## src/rtl/pipeline_pkg.sv

```systemverilog
// Shared pipeline definitions: datapath widths, the zero register index
// and the register-index type used by the decode and writeback stages.
package pipeline_pkg;

    localparam int PL_DATA_W = 32;
    localparam int PL_ADDR_W = 5;
    localparam int REG_ZERO  = 0;

    typedef logic [PL_ADDR_W-1:0] reg_idx_t;

endpackage

```

## src/rtl/wb_result_mux.sv

```systemverilog
// Writeback result select: load data or ALU output.
// Also instantiated by the forwarding unit.
module wb_result_mux #(
    parameter int DATA_W = 32
) (
    input  logic              mem_to_reg_i,
    input  logic [DATA_W-1:0] read_data_i,
    input  logic [DATA_W-1:0] alu_out_i,
    output logic [DATA_W-1:0] result_o
);

    assign result_o = mem_to_reg_i ? read_data_i : alu_out_i;

endmodule

```

## src/rtl/wb_register_file.sv

```systemverilog
// Writeback-stage register file: 32 flop entries, r0 hardwired to zero.
// Define WB_REGFILE_BYPASS_EN for same-cycle write-to-read bypass.
module wb_register_file
    import pipeline_pkg::*;
#(
    parameter int DATA_W = PL_DATA_W,
    parameter int ADDR_W = PL_ADDR_W
) (
    input  logic              clk,
    input  logic              reset,
    input  logic              RegWW,
    input  logic              MemToRegW,
    input  logic [DATA_W-1:0] ReadDataW,
    input  logic [DATA_W-1:0] ALUOutW,
    input  logic [ADDR_W-1:0] WriteRegW,
    input  logic [ADDR_W-1:0] A1D,
    input  logic [ADDR_W-1:0] A2D,
    output logic [DATA_W-1:0] RD1D,
    output logic [DATA_W-1:0] RD2D,
    output logic [DATA_W-1:0] ResultW
);

    localparam int                NREGS    = 2 ** ADDR_W;
    localparam logic [ADDR_W-1:0] ZERO_IDX = ADDR_W'(REG_ZERO);

    logic [DATA_W-1:0] regs_q [NREGS];
    logic [DATA_W-1:0] regs_d [NREGS];
    logic              wr_en;

    wb_result_mux #(
        .DATA_W(DATA_W)
    ) u_result_mux (
        .mem_to_reg_i(MemToRegW),
        .read_data_i (ReadDataW),
        .alu_out_i   (ALUOutW),
        .result_o    (ResultW)
    );

    assign wr_en = RegWW && (WriteRegW != ZERO_IDX);

    always_comb begin
        regs_d = regs_q;
        if (wr_en) begin
            regs_d[WriteRegW] = ResultW;
        end
    end

    // Flops rather than a memory macro so the whole bank clears asynchronously.
    always_ff @(posedge clk or posedge reset) begin
        if (reset) begin
            for (int i = 0; i < NREGS; i++) begin
                regs_q[i] <= '0;
            end
        end else begin
            regs_q <= regs_d;
        end
    end

    always_comb begin
        RD1D = regs_q[A1D];
        RD2D = regs_q[A2D];
`ifdef WB_REGFILE_BYPASS_EN
        if (wr_en && (WriteRegW == A1D)) begin
            RD1D = ResultW;
        end
        if (wr_en && (WriteRegW == A2D)) begin
            RD2D = ResultW;
        end
`endif
        // Zero override last so a bypass can never leak into r0.
        if (A1D == ZERO_IDX) begin
            RD1D = '0;
        end
        if (A2D == ZERO_IDX) begin
            RD2D = '0;
        end
    end

endmodule

```

## config.mk

```make
export PLATFORM = sky130hd
export DESIGN_NAME = wb_register_file
export DESIGN_NICKNAME = d
export VERILOG_FILES = /design/src/rtl/pipeline_pkg.sv /design/src/rtl/wb_result_mux.sv /design/src/rtl/wb_register_file.sv
export SDC_FILE = /design/constraint.sdc
export NUM_CORES = 2
export LEC_CHECK = 0
export ABC_CLOCK_PERIOD_IN_PS = 28100
export CAP_MARGIN = 25
export CORE_MARGIN = 2
export CORE_UTILIZATION = 35
export DETAILED_ROUTE_END_ITERATION = 8
export DONT_BUFFER_PORTS = 1
export GPL_TIMING_DRIVEN = 0
export SYNTH_ARGS = -nofsm -noshare
export SYNTH_HDL_FRONTEND = slang
export SYNTH_SLANG_ARGS = --single-unit
```

## constraint.sdc

```tcl
create_clock -name clk -period 28.1 [get_ports clk]
set_clock_uncertainty 0.2 [all_clocks]
set_input_delay 0 -clock clk [delete_from_list [all_inputs] [get_ports clk]]
set_output_delay 0 -clock clk [all_outputs]
set_load 0.03 [all_outputs]
```

# After elaboration in Yosys (flattened, before gate mapping)
# Cells that the tools add are included.
dict set report totals {
  register_bits 1024
  input_bits 83
  out_inout_bits 96
}
dict set report op_classes {
  magnitude_cmp 4
  muxes 12
  bitwise_logic 3
  reduce_logical 5
}
# cell count
set op_table {}
lappend op_table {{bitwise mux 1024 bit} 1}
lappend op_table {{binary-select mux 32 bit (select 5 bit)} 2}
lappend op_table {{two-way mux 32 bit} 8}
lappend op_table {{demux 32 bit (select 5 bit)} 1}
lappend op_table {{>= comparator 6 bit (second input constant)} 3}
lappend op_table {{NOT 5 -> 6 bit} 3}
lappend op_table {{zero test 5 bit} 2}
lappend op_table {{< comparator 6 x 1 -> 1 bit (second input constant)} 1}
lappend op_table {{nonzero test 5 bit} 1}
lappend op_table {{logical AND 1 bit} 2}

# Depth between registers and ports, before layout
dict set report depth {
  depth_word 6
  mapped_depth 7
}

# By module
# Synthesis repeated with hierarchy kept, for this count alone.
dict set report unflattened {
  hier_cells 3653
  area_unflattened_um2 55518.2
}
# module n_inst cells_per_inst area_each_um2 seq_area_each_um2
set by_module_without_submodules {}
lappend by_module_without_submodules {wb_register_file 1 3617 54974.0 25624.6}
lappend by_module_without_submodules {wb_result_mux 1 36 544.3 0.0}

# Worst setup path after synthesis
# OpenSTA, ideal clock, no wires.
dict set report synth_timing {
  path_kind {in2out}
  from {in A2D[0]}
  to {out RD2D[29]}
  arrival_time_ns 1.822
  path_slack_ns 26.078
  stages 7
  cell_sequence {buf_2 buf_4 nor2_2 buf_2 a221oi_1 o21ai_0 a311oi_1}
}
dict set report synth_via {
  elab_chain_cells 5
  elab_cells_between_ends 6
  classes_between {mux (4); bitwise (1); reduce/logical (1)}
}
# element line
set synth_lines {}
lappend synth_lines {{start: declaration} wb_register_file.sv:17} ;# input logic [ADDR_W-1:0] A2D,
lappend synth_lines {{NOT 5 -> 6 bit (implied by the code)} wb_register_file.sv:61} ;# RD2D = regs_q[A2D];
lappend synth_lines {{binary-select mux 32 bit (select 5 bit)} wb_register_file.sv:61}
lappend synth_lines {{two-way mux 32 bit (implied by the code) (2 in series)} wb_register_file.sv:61}
lappend synth_lines {{two-way mux 32 bit (*)} wb_register_file.sv:74} ;# if (A2D == ZERO_IDX) begin
lappend synth_lines {{end: declaration} wb_register_file.sv:19} ;# output logic [DATA_W-1:0] RD2D,
# Mark *: on every way between the ends. The rest lies on a longest branch, timed or not. The select of a mux whose other input is x is not followed.

# Final worst setup path
dict set report layout_timing {
  from {in A2D[2]}
  to {out RD2D[30]}
}
# Same word-level chain as after synthesis.

==> results.cfg <==
[critical_path]
rrSetupSlack_ps = 26640
crit_type = in2out
r2r-start = regs_q[443]
cp.arrival_ps = 3650
cp-start-kind = input port
r2r_cells = 3
critPathRequiredTime_ps = 27900
cp_max_fo = 10
rr_endpoint = regs_q[443]
worstSetupEndpointType = output pin

[floorplanning]
core_area_um2 = 151400
rows = 143
die_h_um = 393.9
die_area_um2 = 155100
start_util = 0.3514
die_w_um = 393.9
ios = 179

[cells_and_area]
reg_top3 = regs_q x1024
final_nets = 5150
drive_above_1_share = 0.2104
regMostFlops = regs_q
area_growth_pct = 16.35
final-seq-area_um2 = 25620
multiInputGateArea_um2 = 25020
nFillCells = 14600
fin_util = 0.4089
largest_reg_flops = 1024

[min_path]
hold_end = regs_q[429]
worstHoldPathType = in2reg
min_from = ReadDataW[13]
hold_depth = 4

[routing]
route.detailed.drc = 0
vias = 45250
postRouteAntennaNets = 0
routed_wl_um = 235800
drtIter0Drc = 6557
drt_pre_antenna_iters = 7
vias_per_cell = 6.289
routedWlPerCell_um = 32.78

[sta]
rsz0062_at_grt = no
finalSetupViolations = 0
slew_viol_final = 0
fmax_mhz = 259.8
timing.final.crit_share = 0.1370
post-route-min-period_ps = 3850
finalWorstSetupSlack_ps = 24250
tightest_slew_ps = 1204
tns_ps = 0
hold_violations = 0
max_slew_margin = 0.1975

[clocking]
htreeDepth = 3
clock_latency_ps = 720
cts_root_buffer = clkbuf_16
numCtsBuffers = 112
cts_resized = 0
ctsLongestPathBuffers = 3
cts_sinks = 1024
cts_tree = done
clk_pin_slew_ps = 60
post-cts-setup-buffers = 0

[logic_synthesis]
yosysWarnings = 0
synthArstFlopShare = 1.000
synth_ff_type = dfrtp_1
synth_edf_count = 0
ys_seq_area_frac = 0.4817
syn_area_um2 = 53200
yosys_register_bits = 1024
post_synth.cell_area_avg_um2 = 11.14
synth_cell_types = 44
synth_nets = 4859
synthCells = 4776

[power]
pwr-share-seq = 0.432
p_clk_frac = 0.331
p_int_mw = 3.214
power_switching_share = 0.3202
power.density_nw_per_um2 = 76.38
ir_drop_uv = 56.67
leakagePower_nw = 26.00
power_frac_comb = 0.237
p_switching_mw = 1.514

[global_route]
grt_pass1_wl_um = 328200
antenna_found_initial = 4
grt_pass1_vias = 43500
grt_overflow = 0
grt_use_total = 0.2974
grt_max_degree = 43

[placed_design]
gp_congestion = 0.9919
dp_hpwl_um = 173400
io_buffers = 0
dp_slack_ps = 24500

[run_status]
outcome = complete, no violations

[flow_run]
cap_violations = 0
-- kinds of logic (layout without fill, tap and decap cells) --
group | count (synthesis) | in the layout | share of synthesized area
compound gates | 1359 | 1359 | 0.1430
buf+inv | 567 | 952 | 0.05342
flops | 1024 | 1024 | 0.4817
mux | 672 | 672 | 0.2333
other cells | 0 | 4 | 0
simple gates | 1154 | 1154 | 0.08853
-- routing by layer --
layer | routed length, µm | part of all wire | GRT usage | vias to the layer above
met5 | 26 | 0.00011 | 0 | -
met4 | 15340 | 0.065 | 0.1586 | 4
met3 | 34750 | 0.15 | 0.1247 | 634
met2 | 97310 | 0.41 | 0.4125 | 3352
met1 | 88390 | 0.37 | 0.3934 | 23320
li1 | - | - | - | 17940
-- cell usage in the layout, fill, tap and decap left out, drive strengths merged, types with 5 or more instances in the layout --
master	n
nand2	525
nor2b	68
mux2	64
bufinv	9
a21oi	512
clkbuf	463
o2111ai	17
buf	326
dfrtp	1024
nand2b	5
a311oi	64
nor2	534
a211oi	64
nand3b	5
dlygate4sd3	93
a22oi	64
mux2i	160
mux4	448
clkinv	21
inv	36
a221oi	47
o21ai	591
-- critical path, stage by stage --
cell	delay (ps)
buf_4	280
buf_4	310
buf_2	590
clkbuf_1	910
a211oi_1	420
a311oi_2	1090
-- worst max-delay path by stage --
| stage | from | end | slack (ps) |
|---|---|---|---|
| finish | A2D[2] | RD2D[30] | 24250 |
| global route | MemToRegW | ResultW[16] | 24300 |
| CTS | MemToRegW | ResultW[28] | 24310 |
| detailed placement | A2D[2] | RD2D[11] | 24500 |
| global placement | reset | regs_q[961] | 7650 |
| floorplan | reset | regs_q[0] | 13790 |
-- stage by stage --
stage                     hold slack (ps)  cell area [µm²]  instances  power, mW
after floorplan                     61.14            53200       4776      2.746
after global placement              253.2            55740       6806      3.058
after detailed placement           -297.1            56920       6873      3.127
after CTS                           6.835            61680       7174      4.686
after global routing                39.77            61880       7191      4.892
final                               16.62            61890       7195      4.727
-- power groups by stage --
stage | combinational [mW] | sequential (mW) | clock [mW]
final | 1.12 | 2.04 | 1.56
after global routing | 1.19 | 2.08 | 1.62
after CTS | 1.09 | 2.03 | 1.57
after detailed placement | 1.07 | 2.06 | 0
after global placement | 1.02 | 2.04 | 0
after floorplan | 0.767 | 1.98 | 0
-- synthesized netlist by cell type, types with 2 or more instances --
| cell | instances | area, µm² |
|---|---|---|
| nor2_2 | 14 | 87.58 |
| a21oi_1 | 512 | 2562 |
| mux2_2 | 64 | 720.7 |
| and2_1 | 2 | 12.51 |
| a22oi_1 | 64 | 480.5 |
| o21ai_0 | 418 | 2092 |
| or2_1 | 2 | 12.51 |
| a211oi_1 | 64 | 480.5 |
| inv_2 | 2 | 7.510 |
| nand3b_1 | 5 | 37.54 |
| buf_6 | 43 | 484.2 |
| buf_4 | 45 | 337.8 |
| nand2_1 | 525 | 1971 |
| mux2i_1 | 160 | 1602 |
| a221oi_1 | 46 | 402.9 |
| mux4_2 | 448 | 10090 |
| buf_2 | 148 | 740.7 |
| nand3_1 | 2 | 10.01 |
| nor2b_1 | 66 | 412.9 |
| inv_1 | 33 | 123.9 |
| o21ai_1 | 173 | 865.8 |
| nor3b_1 | 3 | 22.52 |
| dfrtp_1 | 1024 | 25620 |
| buf_1 | 4 | 15.01 |
| a311oi_1 | 64 | 560.5 |
| or4_4 | 2 | 22.52 |
| nor2_8 | 4 | 80.08 |
| o2111ai_1 | 17 | 148.9 |
| nor2_1 | 516 | 1937 |
| clkbuf_1 | 288 | 1081 |
| nand2b_1 | 5 | 31.28 |
-- what timing repair did --
item / CTS / global route
endpoints found under the setup margin: 0 / 0
hold buffers: 93 / 0
endpoints found under the hold margin: 1307 / 0
-- cell type report --
class	instances	share of cell area
sequential	1024	0.4140
multi-input combinational	3185	0.4042
clock buffer	174	0.05513
buffer	532	0.04379
tap	2030	0.04104
timing repair buffer	177	0.03287
clock inverter	34	0.006651
inverter	35	0.002183
antenna	4	0.0001617
(Power assumes the default switching activity.)
